**src/rtl/gps_ack_peak_report_pkg.sv**
```systemverilog
// Shared types and helpers for the GPS acquisition peak reporter.
// Holds the FSM state enum, table entry layout and the correlation metric.
package gps_ack_pkg;

  localparam int unsigned NUM_SATS = 32;
  localparam int unsigned LANES    = 8;
  localparam int unsigned LANE_W   = 3;
  localparam int unsigned SAT_W    = 6;
  localparam int unsigned CP_W     = 10;
  localparam int unsigned DOP_W    = 16;
  // Widest integrator supported; narrower integrators are zero-extended into it.
  localparam int unsigned PEAK_W   = 16;

  typedef enum logic [1:0] {
    ST_IDLE,
    ST_UPDATE,
    ST_REPORT
  } state_t;

  typedef struct packed {
    logic        [PEAK_W-1:0] peak;
    logic        [CP_W-1:0]   code_phase;
    logic signed [DOP_W-1:0]  doppler;
  } peak_entry_t;

  // Distance of a mismatch count from the half-scale point of an integ_w-bit integrator.
  function automatic logic [PEAK_W-1:0] metric(input logic [PEAK_W-1:0] integ,
                                               input int unsigned        integ_w);
    logic [PEAK_W-1:0] half;
    half = PEAK_W'(1) << (integ_w - 1);
    return (integ >= half) ? (integ - half) : (half - integ);
  endfunction

endpackage

```
**src/rtl/gps_ack_peak_report_if.sv**
```systemverilog
// Correlator-side inputs and allocator-side result stream of the peak reporter.
// master = correlator/allocator environment, slave = gps_ack_peak_report.
interface gps_ack_peak_report_if import gps_ack_pkg::*; #(
  parameter int unsigned INTEG_W = 12
) ();

  logic                                ack_start;
  logic                                corr_complete;
  logic                                search_complete;
  logic        [CP_W-1:0]              code_phase;
  logic signed [DOP_W-1:0]             doppler_omega;
  logic        [LANES-1:0][SAT_W-1:0]  sat;
  logic        [LANES-1:0][INTEG_W-1:0] integrator;

  logic                                res_valid;
  logic                                res_ready;
  logic        [SAT_W-1:0]             res_sat;
  logic                                res_detected;
  logic        [INTEG_W-1:0]           res_peak;
  logic        [CP_W-1:0]              res_code_phase;
  logic signed [DOP_W-1:0]             res_doppler;
  logic                                res_last;
  logic                                busy;
  logic                                overrun_err;

  modport master (
    output ack_start, corr_complete, search_complete, code_phase, doppler_omega,
           sat, integrator, res_ready,
    input  res_valid, res_sat, res_detected, res_peak, res_code_phase, res_doppler,
           res_last, busy, overrun_err
  );

  modport slave (
    input  ack_start, corr_complete, search_complete, code_phase, doppler_omega,
           sat, integrator, res_ready,
    output res_valid, res_sat, res_detected, res_peak, res_code_phase, res_doppler,
           res_last, busy, overrun_err
  );

endinterface

```
**src/rtl/gps_ack_peak_report_table.sv**
```systemverilog
// Per-satellite best-peak store: one combinational read port, one write port,
// and a seen vector that clears in a single cycle.
module gps_peak_table #(
  parameter int unsigned NUM_SATS = 32,
  parameter int unsigned IDX_W    = 5
) (
  input  logic                     clk,
  input  logic                     rst,
  input  logic                     i_clear,
  input  logic                     i_we,
  input  logic [IDX_W-1:0]         i_waddr,
  input  gps_ack_pkg::peak_entry_t i_wdata,
  input  logic [IDX_W-1:0]         i_raddr,
  output gps_ack_pkg::peak_entry_t o_rdata,
  output logic                     o_rseen
);
  import gps_ack_pkg::*;

  peak_entry_t         r_mem [NUM_SATS];
  logic [NUM_SATS-1:0] r_seen;

  // Clear wins over a same-cycle write so an aborted search never leaves a stale entry marked.
  always_ff @(posedge clk or negedge rst) begin
    if (!rst) begin
      r_seen <= '0;
      for (int i = 0; i < int'(NUM_SATS); i++) r_mem[i] <= '0;
    end else begin
      if (i_clear)   r_seen <= '0;
      else if (i_we) r_seen[i_waddr] <= 1'b1;
      if (i_we)      r_mem[i_waddr] <= i_wdata;
    end
  end

  always_comb begin
    o_rdata = r_mem[i_raddr];
    o_rseen = r_seen[i_raddr];
  end

endmodule

```
**src/rtl/gps_ack_peak_report.sv**
```systemverilog
// Tracks the best correlation peak per PRN over an acquisition search and
// streams one result record per PRN once the search completes.
module gps_ack_peak_report #(
  parameter int unsigned INTEG_W  = 12,
  parameter int unsigned NUM_SATS = gps_ack_pkg::NUM_SATS,
  parameter int unsigned THRESH   = 200
) (
  input  logic                  clk,
  input  logic                  rst,
  gps_ack_peak_report_if.slave  bus
);
  import gps_ack_pkg::*;

  localparam int unsigned IDX_W = (NUM_SATS > 1) ? $clog2(NUM_SATS) : 1;
  localparam int unsigned RPT_W = SAT_W + 1;

  state_t r_state, w_state_nxt;

  logic                            r_cc_d, r_sc_d;
  logic [LANES-1:0][SAT_W-1:0]     r_sat;
  logic [LANES-1:0][INTEG_W-1:0]   r_integ;
  logic        [CP_W-1:0]          r_cp;
  logic signed [DOP_W-1:0]         r_dop;
  logic [LANE_W-1:0]               r_lane;
  logic                            r_pend, r_overrun, r_busy;
  logic [RPT_W-1:0]                r_idx;

  logic                            r_valid, r_last, r_det;
  logic        [SAT_W-1:0]         r_res_sat;
  logic        [INTEG_W-1:0]       r_res_peak;
  logic        [CP_W-1:0]          r_res_cp;
  logic signed [DOP_W-1:0]         r_res_dop;

  logic              w_cap, w_sc, w_hs, w_load, w_we, w_prn_ok, w_lane_last;
  logic              w_cap_go, w_rpt_go, w_ovr_set, w_pend_set;
  logic [SAT_W-1:0]  w_lane_sat;
  logic [PEAK_W-1:0] w_lane_m;
  logic [IDX_W-1:0]  w_raddr;
  peak_entry_t       w_rd, w_wdata;
  logic              w_rseen;

  assign w_cap       = bus.corr_complete & ~r_cc_d;
  assign w_sc        = bus.search_complete & ~r_sc_d;
  assign w_hs        = r_valid & bus.res_ready;
  assign w_lane_last = (r_lane == LANE_W'(LANES - 1));

  // Lane datapath: metric of the current lane against the stored entry for its PRN.
  assign w_lane_sat = r_sat[r_lane];
  assign w_lane_m   = metric(PEAK_W'(r_integ[r_lane]), INTEG_W);
  assign w_prn_ok   = (w_lane_sat != '0) && (32'(w_lane_sat) <= NUM_SATS);
  assign w_raddr    = (r_state == ST_REPORT) ? IDX_W'(r_idx - RPT_W'(1))
                                             : IDX_W'(w_lane_sat - SAT_W'(1));
  assign w_we       = (r_state == ST_UPDATE) && w_prn_ok && !bus.ack_start &&
                      (!w_rseen || (w_lane_m > w_rd.peak));
  assign w_wdata    = '{peak: w_lane_m, code_phase: r_cp, doppler: r_dop};

  // A new record loads when the output slot is empty or being consumed this cycle.
  assign w_load = (r_state == ST_REPORT) && (32'(r_idx) <= NUM_SATS) &&
                  (!r_valid || bus.res_ready) && !bus.ack_start;

  gps_peak_table #(
    .NUM_SATS (NUM_SATS),
    .IDX_W    (IDX_W)
  ) u_table (
    .clk     (clk),
    .rst     (rst),
    .i_clear (bus.ack_start),
    .i_we    (w_we),
    .i_waddr (IDX_W'(w_lane_sat - SAT_W'(1))),
    .i_wdata (w_wdata),
    .i_raddr (w_raddr),
    .o_rdata (w_rd),
    .o_rseen (w_rseen)
  );

  always_ff @(posedge clk or negedge rst) begin
    if (!rst) r_state <= ST_IDLE;
    else      r_state <= w_state_nxt;
  end

  always_comb begin
    w_state_nxt = r_state;
    w_cap_go    = 1'b0;
    w_rpt_go    = 1'b0;
    w_ovr_set   = 1'b0;
    w_pend_set  = 1'b0;
    if (bus.ack_start) begin
      w_state_nxt = ST_IDLE;
    end else begin
      case (r_state)
        ST_IDLE: begin
          if (w_cap) begin
            w_state_nxt = ST_UPDATE;
            w_cap_go    = 1'b1;
            w_pend_set  = w_sc;
          end else if (w_sc) begin
            w_state_nxt = ST_REPORT;
            w_rpt_go    = 1'b1;
          end
        end
        ST_UPDATE: begin
          w_ovr_set  = w_cap;
          w_pend_set = w_sc;
          if (w_lane_last) begin
            if (r_pend || w_sc) begin
              w_state_nxt = ST_REPORT;
              w_rpt_go    = 1'b1;
            end else begin
              w_state_nxt = ST_IDLE;
            end
          end
        end
        ST_REPORT: begin
          w_ovr_set = w_cap;
          if (w_hs && r_last) w_state_nxt = ST_IDLE;
        end
        default: w_state_nxt = ST_IDLE;
      endcase
    end
  end

  // Edge detectors, snapshot, lane counter and sticky status.
  always_ff @(posedge clk or negedge rst) begin
    if (!rst) begin
      r_cc_d    <= 1'b0;
      r_sc_d    <= 1'b0;
      r_sat     <= '0;
      r_integ   <= '0;
      r_cp      <= '0;
      r_dop     <= '0;
      r_lane    <= '0;
      r_pend    <= 1'b0;
      r_overrun <= 1'b0;
      r_busy    <= 1'b0;
    end else begin
      r_cc_d <= bus.corr_complete;
      r_sc_d <= bus.search_complete;
      if (w_cap_go) begin
        r_sat   <= bus.sat;
        r_integ <= bus.integrator;
        r_cp    <= bus.code_phase;
        r_dop   <= bus.doppler_omega;
        r_lane  <= '0;
      end else if (r_state == ST_UPDATE) begin
        r_lane <= r_lane + LANE_W'(1);
      end
      if (bus.ack_start || w_rpt_go) r_pend <= 1'b0;
      else if (w_pend_set)           r_pend <= 1'b1;
      if (bus.ack_start)             r_overrun <= 1'b0;
      else if (w_ovr_set)            r_overrun <= 1'b1;
      r_busy <= (w_state_nxt != ST_IDLE);
    end
  end

  // Result stream; unseen entries report as all-zero, undetected.
  always_ff @(posedge clk or negedge rst) begin
    if (!rst) begin
      r_idx      <= '0;
      r_valid    <= 1'b0;
      r_last     <= 1'b0;
      r_det      <= 1'b0;
      r_res_sat  <= '0;
      r_res_peak <= '0;
      r_res_cp   <= '0;
      r_res_dop  <= '0;
    end else begin
      if (w_rpt_go)    r_idx <= RPT_W'(1);
      else if (w_load) r_idx <= r_idx + RPT_W'(1);
      if (bus.ack_start) begin
        r_valid <= 1'b0;
        r_last  <= 1'b0;
      end else if (w_load) begin
        r_valid    <= 1'b1;
        r_last     <= (32'(r_idx) == NUM_SATS);
        r_res_sat  <= SAT_W'(r_idx);
        r_det      <= w_rseen && (w_rd.peak >= PEAK_W'(THRESH));
        r_res_peak <= w_rseen ? INTEG_W'(w_rd.peak) : '0;
        r_res_cp   <= w_rseen ? w_rd.code_phase : '0;
        r_res_dop  <= w_rseen ? w_rd.doppler : '0;
      end else if (w_hs) begin
        r_valid <= 1'b0;
        r_last  <= 1'b0;
      end
    end
  end

  assign bus.res_valid      = r_valid;
  assign bus.res_sat        = r_res_sat;
  assign bus.res_detected   = r_det;
  assign bus.res_peak       = r_res_peak;
  assign bus.res_code_phase = r_res_cp;
  assign bus.res_doppler    = r_res_dop;
  assign bus.res_last       = r_last;
  assign bus.busy           = r_busy;
  assign bus.overrun_err    = r_overrun;

endmodule

```
**src/flat_wrapper.sv**
```systemverilog
// flat-port wrapper written by rule: the top's interface ports become plain ports
module gps_ack_peak_report_flat import gps_ack_pkg::*;
#(
  parameter int unsigned INTEG_W  = 12,
  parameter int unsigned NUM_SATS = gps_ack_pkg::NUM_SATS,
  parameter int unsigned THRESH   = 200
)
  (clk, rst, bus_ack_start, bus_corr_complete, bus_search_complete, bus_code_phase, bus_doppler_omega, bus_sat, bus_integrator, bus_res_ready, bus_res_valid, bus_res_sat, bus_res_detected, bus_res_peak, bus_res_code_phase, bus_res_doppler, bus_res_last, bus_busy, bus_overrun_err);
  gps_ack_peak_report_if #(.INTEG_W(INTEG_W)) bus_i ();
  input  logic clk;
  input  logic rst;
  input wire logic [$bits(bus_i.ack_start)-1:0] bus_ack_start;
  input wire logic [$bits(bus_i.corr_complete)-1:0] bus_corr_complete;
  input wire logic [$bits(bus_i.search_complete)-1:0] bus_search_complete;
  input wire logic [$bits(bus_i.code_phase)-1:0] bus_code_phase;
  input wire logic [$bits(bus_i.doppler_omega)-1:0] bus_doppler_omega;
  input wire logic [$bits(bus_i.sat)-1:0] bus_sat;
  input wire logic [$bits(bus_i.integrator)-1:0] bus_integrator;
  input wire logic [$bits(bus_i.res_ready)-1:0] bus_res_ready;
  output wire logic [$bits(bus_i.res_valid)-1:0] bus_res_valid;
  output wire logic [$bits(bus_i.res_sat)-1:0] bus_res_sat;
  output wire logic [$bits(bus_i.res_detected)-1:0] bus_res_detected;
  output wire logic [$bits(bus_i.res_peak)-1:0] bus_res_peak;
  output wire logic [$bits(bus_i.res_code_phase)-1:0] bus_res_code_phase;
  output wire logic [$bits(bus_i.res_doppler)-1:0] bus_res_doppler;
  output wire logic [$bits(bus_i.res_last)-1:0] bus_res_last;
  output wire logic [$bits(bus_i.busy)-1:0] bus_busy;
  output wire logic [$bits(bus_i.overrun_err)-1:0] bus_overrun_err;
  assign bus_i.ack_start = bus_ack_start;
  assign bus_i.corr_complete = bus_corr_complete;
  assign bus_i.search_complete = bus_search_complete;
  assign bus_i.code_phase = bus_code_phase;
  assign bus_i.doppler_omega = bus_doppler_omega;
  assign bus_i.sat = bus_sat;
  assign bus_i.integrator = bus_integrator;
  assign bus_i.res_ready = bus_res_ready;
  assign bus_res_valid = bus_i.res_valid;
  assign bus_res_sat = bus_i.res_sat;
  assign bus_res_detected = bus_i.res_detected;
  assign bus_res_peak = bus_i.res_peak;
  assign bus_res_code_phase = bus_i.res_code_phase;
  assign bus_res_doppler = bus_i.res_doppler;
  assign bus_res_last = bus_i.res_last;
  assign bus_busy = bus_i.busy;
  assign bus_overrun_err = bus_i.overrun_err;
  gps_ack_peak_report #(.INTEG_W(INTEG_W), .NUM_SATS(NUM_SATS), .THRESH(THRESH)) u_core (.clk(clk), .rst(rst), .bus(bus_i));
endmodule
```
**config.mk**
```make
export PLATFORM = sky130hd
export DESIGN_NAME = gps_ack_peak_report_flat
export DESIGN_NICKNAME = d
export VERILOG_FILES = /design/src/rtl/gps_ack_peak_report_pkg.sv /design/src/rtl/gps_ack_peak_report_if.sv /design/src/rtl/gps_ack_peak_report_table.sv /design/src/rtl/gps_ack_peak_report.sv /design/src/flat_wrapper.sv
export SDC_FILE = /design/constraint.sdc
export NUM_CORES = 2
export LEC_CHECK = 0
export ABC_AREA = 1
export BUFFER_PORTS_ARGS = -buffer_cell sky130_fd_sc_hd__buf_2
export CAP_MARGIN = 20
export CORE_UTILIZATION = 35
export CTS_BUF_LIST = sky130_fd_sc_hd__clkbuf_8 sky130_fd_sc_hd__clkbuf_16
export DETAILED_ROUTE_END_ITERATION = 8
export REMOVE_ABC_BUFFERS = 1
export SYNTH_ARGS = -nofsm -noshare
export SYNTH_HDL_FRONTEND = slang
export SYNTH_SLANG_ARGS = --single-unit
```
**constraint.sdc**
```tcl
create_clock -name clk -period 5.1 [get_ports clk]
set_input_delay 1.02 -clock clk [delete_from_list [all_inputs] [get_ports clk]]
set_output_delay 1.02 -clock clk [all_outputs]
set_load 0.01 [all_outputs]
```
* Word level (Yosys, flattened, before mapping)
Index checks and enable logic that the tools add are counted.
** Word-level totals
- Logic and storage cells :: 245
- Register bits :: 1610
- Input port bits :: 176
- Output and inout bits :: 49
** Cells by class
- Bitwise gates (word level) :: 9
- Reduce and logical (&&, ||, !) cells :: 29
- Add/sub/neg operators :: 6
- Muxes and demuxes :: 55
- Eq/ne operators :: 4
- Order comparisons :: 12
** Operators by type and width (number)
- 1344-bit bitwise mux :: 1
- 42-bit binary-select mux with 5-bit select :: 1
- 42-bit demux with 5-bit select :: 1
- 42-bit two-way mux :: 3
- 32-bit two-way mux :: 2
- 12-bit binary-select mux with 3-bit select :: 1
- 16-bit two-way mux :: 2
- 32-bit bitwise OR :: 1
- 12-bit two-way mux :: 2
- 1-bit two-way mux :: 23
- 6-bit binary-select mux with 3-bit select :: 1
- 16-bit by 8-bit >= comparator with 1-bit output, second input constant :: 1
- 16-bit greater-than comparator :: 1
- 7-bit two-way mux :: 2
- 12-bit by 12-bit subtractor with 13-bit output, first input constant :: 1
- 12-bit by 12-bit subtractor with 13-bit output, second input constant :: 1
- 12-bit >= comparator, second input constant :: 1
- 6-bit >= comparator, second input constant :: 2
- 5-bit by 6-bit less-than comparator with 1-bit output, second input constant :: 2
- 2-bit two-way mux :: 6
- 5-bit inverter with 6-bit output :: 2
- 2-bit nonzero test :: 6
- 1-bit logical AND :: 11
- 10-bit two-way mux :: 1
- other kinds (28) :: 40

* Logic depth before layout (Yosys ltp)
- Depth in word-level cells :: 13
- Depth in mapped cells :: 32
- Depth with buffers taken out :: 26

* Cells and area by module
From an unflattened synthesis, not the netlist that was laid out.
** Second synthesis, totals
- Cells, all modules :: 9394
- Area total of the unflattened synthesis :: 73743.2 um^2
** Modules (own cells, without submodules)
- gps_peak_table :: instances 1, area each 62323.5 um^2, seq. area each 34433.0 um^2, cells each 7903
- gps_ack_peak_report :: instances 1, area each 11419.7 um^2, seq. area each 5855.6 um^2, cells each 1491

* Worst setup path after synthesis
OpenSTA, ideal clock, no wires.
- Path kind :: register -> register
- From :: register u_core.r_lane[0]
- To :: register u_core.u_table.r_mem[300] (netlist bit)
- Setup slack :: 0.457 ns
- Path buffers :: 7
- Library setup time :: 0.117 ns
- Clock period less this slack :: 4.643 ns
- Data required time :: 4.983 ns
- Cell stages (with the launch flop) :: 33
- Arrival :: 4.525 ns
- Cell sequence :: dfrtp_1 inv_2 buf_6 buf_6 nand2_1 nand3_1 nand3_1 nand2_1 ha_1 o21ai_1 inv_2 clkbuf_1 clkbuf_1 clkbuf_1 o21ai_0 o22ai_1 nand2_1 nand3_1 nand3_1 nand2_1 inv_1 ha_1 nand3_1 o211a_1 o221ai_1 nand2_1 a32o_1 nand3_4 buf_4 nand3_2 clkbuf_1 nand2_1 nand2_1
** On the way
- Cells in the longest elaborated chain, start to end :: 11
- Elaborated cells between the ends (all ways) :: 32
- Classes of those cells :: 3 x add/sub; 5 x order compare; 14 x mux; 2 x bitwise; 8 x reduce/logical
** RTL lines
- start, declared :: line gps_ack_peak_report.sv:24 : logic [LANE_W-1:0] r_lane;
- start signal, assigned :: line gps_ack_peak_report.sv:145 : r_lane <= r_lane + LANE_W'(1);
- 6-bit binary-select mux with 3-bit select :: line gps_ack_peak_report.sv:48 : assign w_lane_sat = r_sat[r_lane];
- 6-bit two-way mux (not written as such) :: line gps_ack_peak_report.sv:48
- 5-bit by 1-bit subtractor with 5-bit output :: line gps_ack_peak_report.sv:52, gps_ack_peak_report.sv:69
- 5-bit two-way mux :: line gps_ack_peak_report.sv:51 : assign w_raddr = (r_state == ST_REPORT) ? IDX_W'(r_idx - RPT_W'(1))
- 5-bit inverter with 6-bit output (not written as such) :: line gps_ack_peak_report_table.sv:35 : o_rdata = r_mem[i_raddr];
- 42-bit binary-select mux with 5-bit select :: line gps_ack_peak_report_table.sv:35
- 42-bit two-way mux (not written as such) (2 in series) :: line gps_ack_peak_report_table.sv:35
- 16-bit greater-than comparator :: line gps_ack_peak_report.sv:54 : (!w_rseen || (w_lane_m > w_rd.peak));
- 1-bit logical OR :: line gps_ack_peak_report.sv:54
- 1-bit logical AND :: line gps_ack_peak_report.sv:53 : assign w_we = (r_state == ST_UPDATE) && w_prn_ok && !bus.ack_start &&
- end signal, assigned by index :: line gps_ack_peak_report_table.sv:30 : if (i_we) r_mem[i_waddr] <= i_wdata;
- end, declared :: line gps_ack_peak_report_table.sv:19 : peak_entry_t r_mem [NUM_SATS];
Several ways; a longest one is shown, not always the timed one. The select of a mux whose other input is x is not followed.
A chain may end at the register's enable or synchronous reset.

* Worst setup path in the final report
- From :: register u_core.r_lane[0]
- To :: register u_core.u_table.r_mem[871] (netlist bit)
Same word-level chain as after synthesis.

==> reports/qor.yml <==
cp-startpoint: "u_core.r_lane[0]"
finClkSkew_ps: 60.7
synth_seq_cells: 1514
grt-ovfl-total: 0
cts_buffers: 170
slowest_delay_ps: 490
initial_core_util_pct: 35.4
clk_root_buffer_cell: "clkbuf_16"
seqCellArea_sq_mm: 0.0379
crit_top_cell: "nand2_1"
fin_ws_ps: 50.9
start_kind: "flop"
antenna_left: 0
fin_crit_ps: 5050
worstPathMaxFanout: 12
synth_cells: 10200
io_pins: 225
grt_util_all_layers_pct: 27.8
max_slew.worst_pin.slew_ps: 1020
viasPerCell: 5.84
maxSlewHeadroom_pct: 31.7
hold_viol: 0
grt_pass1_vias: 72000
firstDrtPassIters: 6
slew_viol_final: 0
syn_to_final_growth_pct: 17.5
multi_input_area_sq_mm: 0.0338
ctsHoldBuffers: 0
ys_types: 44
gp_congestion: 0.924
setup-violations-final: 0
wl_per_cell_um: 24.8
die-area_sq_mm: 0.222
n_fill_cell: 21700
drc: 0
min_path_type: "in -> async"
clock-sinks: 1514
tritoncts: "done"
drive_gt1_share_pct: 11.5
required_ps: 5820
clock_path_buffers: 3
fmax_mhz: 198
fp.dieH_um: 471
die_width_um: 471
setup_tns_ps: 0
async_flop_share_pct: 100
avgSynthCellArea_sq_um: 7.53
period_share_pct: 99.0
post-route-util_pct: 41.5
netlist_area_sq_mm: 0.0771
routed_wl_mm: 327
coreArea_sq_mm: 0.218
cap_viol_max_count: 0
synth_ff_type: "dfrtp_1"
worstReg2RegStart: "u_core.r_lane[0]"
synth_edf_count: 0
vias: 76900
drt_iter0_drc: 12000
htreeDepth: 4
grt_max_degree: 199
port_buffers: 224
worstSkewPairLatency_ps: 860
grt_setup_unrepaired: "yes"
cp-end-kind: "flop"
outcome: "finished clean"
synth_warnings: 0
nNetsFinal: 10400
path_clk_slew_ps: 60
antenna_found_initial: 14
crit_type: "reg -> reg"
synth_seq_area_share_pct: 49.2
grt_pass1_wl_mm: 472
slowest_stage: "dfrtp_2"
hpwl_mm: 187
num_rows: 171
cp.arrival_ps: 5770
dp_slack_ps: -266
final timing paths:
check / end / slack [ps] / cells after the start
min: u_core.u_table.r_mem[1082] / 150 / 1
max: u_core.u_table.r_mem[871] / 50 / 30
max reg2reg: u_core.u_table.r_mem[871] / 50 / 30
max in group asynchronous: u_core.r_dop[15] / 3470 / 2
min in group clk: u_core.r_cc_d / 290 / 1
min reg2reg: u_core.u_table.r_mem[1090] / 460 / 2
flip-flops by register name, indices dropped and copies added, names as in the netlist, 12 cells and up:
register and flops:
u_core.u_table.r_seen 32, u_core.u_table.r_mem 1248, u_core.r_integ 96, u_core.r_dop 16
u_core.bus.res_doppler 16, u_core.r_sat 48, u_core.bus.res_peak 12
cells in the final DEF (no fill, tap or decap), drive strengths merged, types with 10 or more instances in the layout:
cell type / netlist / layout
o211ai: 18 / 18
nand2: 4391 / 4392
o221ai: 13 / 13
dfrtp: 1514 / 1514
clkbuf: 389 / 242
diode: 0 / 10
o21ai: 170 / 170
buf: 630 / 750
clkinv: 3 / 26
nand3b: 18 / 18
ha: 27 / 27
nand3: 1194 / 1194
nand4: 1223 / 1223
a21oi: 57 / 57
o22ai: 28 / 28
nor2: 152 / 152
inv: 376 / 441
synth_stat cells, types with 19 or more instances:
master	instances	area, sq um
dfrtp_1	1514	37900
ha_1	27	338
clkbuf_1	370	1390
nor2_1	152	571
nand4_1	1223	7650
nand2_1	4387	16500
o22ai_1	28	175
o21ai_0	144	721
buf_2	515	2580
a21oi_1	57	285
clkbuf_2	19	95.1
buf_1	72	270
nand3_1	1176	5890
inv_1	360	1350
buf_4	39	293
o21ai_1	23	115
worst max-delay path: cells and delay by family (launching register included):
| family | cells | cell delay, ps |
|---|---|---|
| AO/OA/AOI/OAI | 2 | 470 |
| buffers and inverters | 7 | 1260 |
| adder cells (fa/ha/maj) | 2 | 550 |
| AND/OR/NAND/NOR | 19 | 2110 |
| flip-flops | 1 | 490 |
per-layer routing:
metal	track usage [%]	up-vias	wire length (um)
li1	-	33700	-
met4	15.5	12	21200
met5	0	-	75
met1	36.9	37300	126000
met3	6.48	1004	38700
met2	41.7	4863	141000
kinds of logic (layout without fill, tap and decap cells):
family / after synthesis / count (layout) / synth area share (%)
adder cells (fa/ha/maj): 27 / 27 / 0.438
flip-flops: 1514 / 1514 / 49.2
AO/OA/AOI/OAI: 297 / 297 / 2.16
buffers and inverters: 1398 / 1465 / 7.90
AND/OR/NAND/NOR: 6992 / 6993 / 40.2
other: 1 / 11 / 0.00487
XOR/XNOR: 9 / 9 / 0.102
timing repair:
item / CTS / global route
endpoints found under the setup margin: 1277 / 1280
gates cloned: 0 / 39
endpoints found under the hold margin: 0 / 0
pin swaps: 1 / 10
buffers inserted: 3 / 43
gates resized for setup: 22 / 86
cell type report:
class | instances | share of cell area [%]
multi-input combinational | 7327 | 37.3
clock inverter | 94 | 0.725
inverter | 379 | 1.61
clock buffer | 210 | 5.34
antenna | 10 | 0.0276
timing repair buffer | 782 | 9.19
sequential | 1514 | 41.8
tap | 2854 | 3.94
through the flow:
stage / hold slack (ps) / instance area, sq um / cells
2_1_floorplan: 431 / 72400 / 9219
4_1_cts: 162 / 88800 / 13100
3_5_place_dp: 450 / 83100 / 12800
3_3_place_gp: 445 / 83100 / 12800
5_1_grt: 163 / 90500 / 13200
6_report: 151 / 90600 / 13200
Power is not shown: default switching activity piles up to over one toggle a cycle in this logic, so the estimate is an artifact.
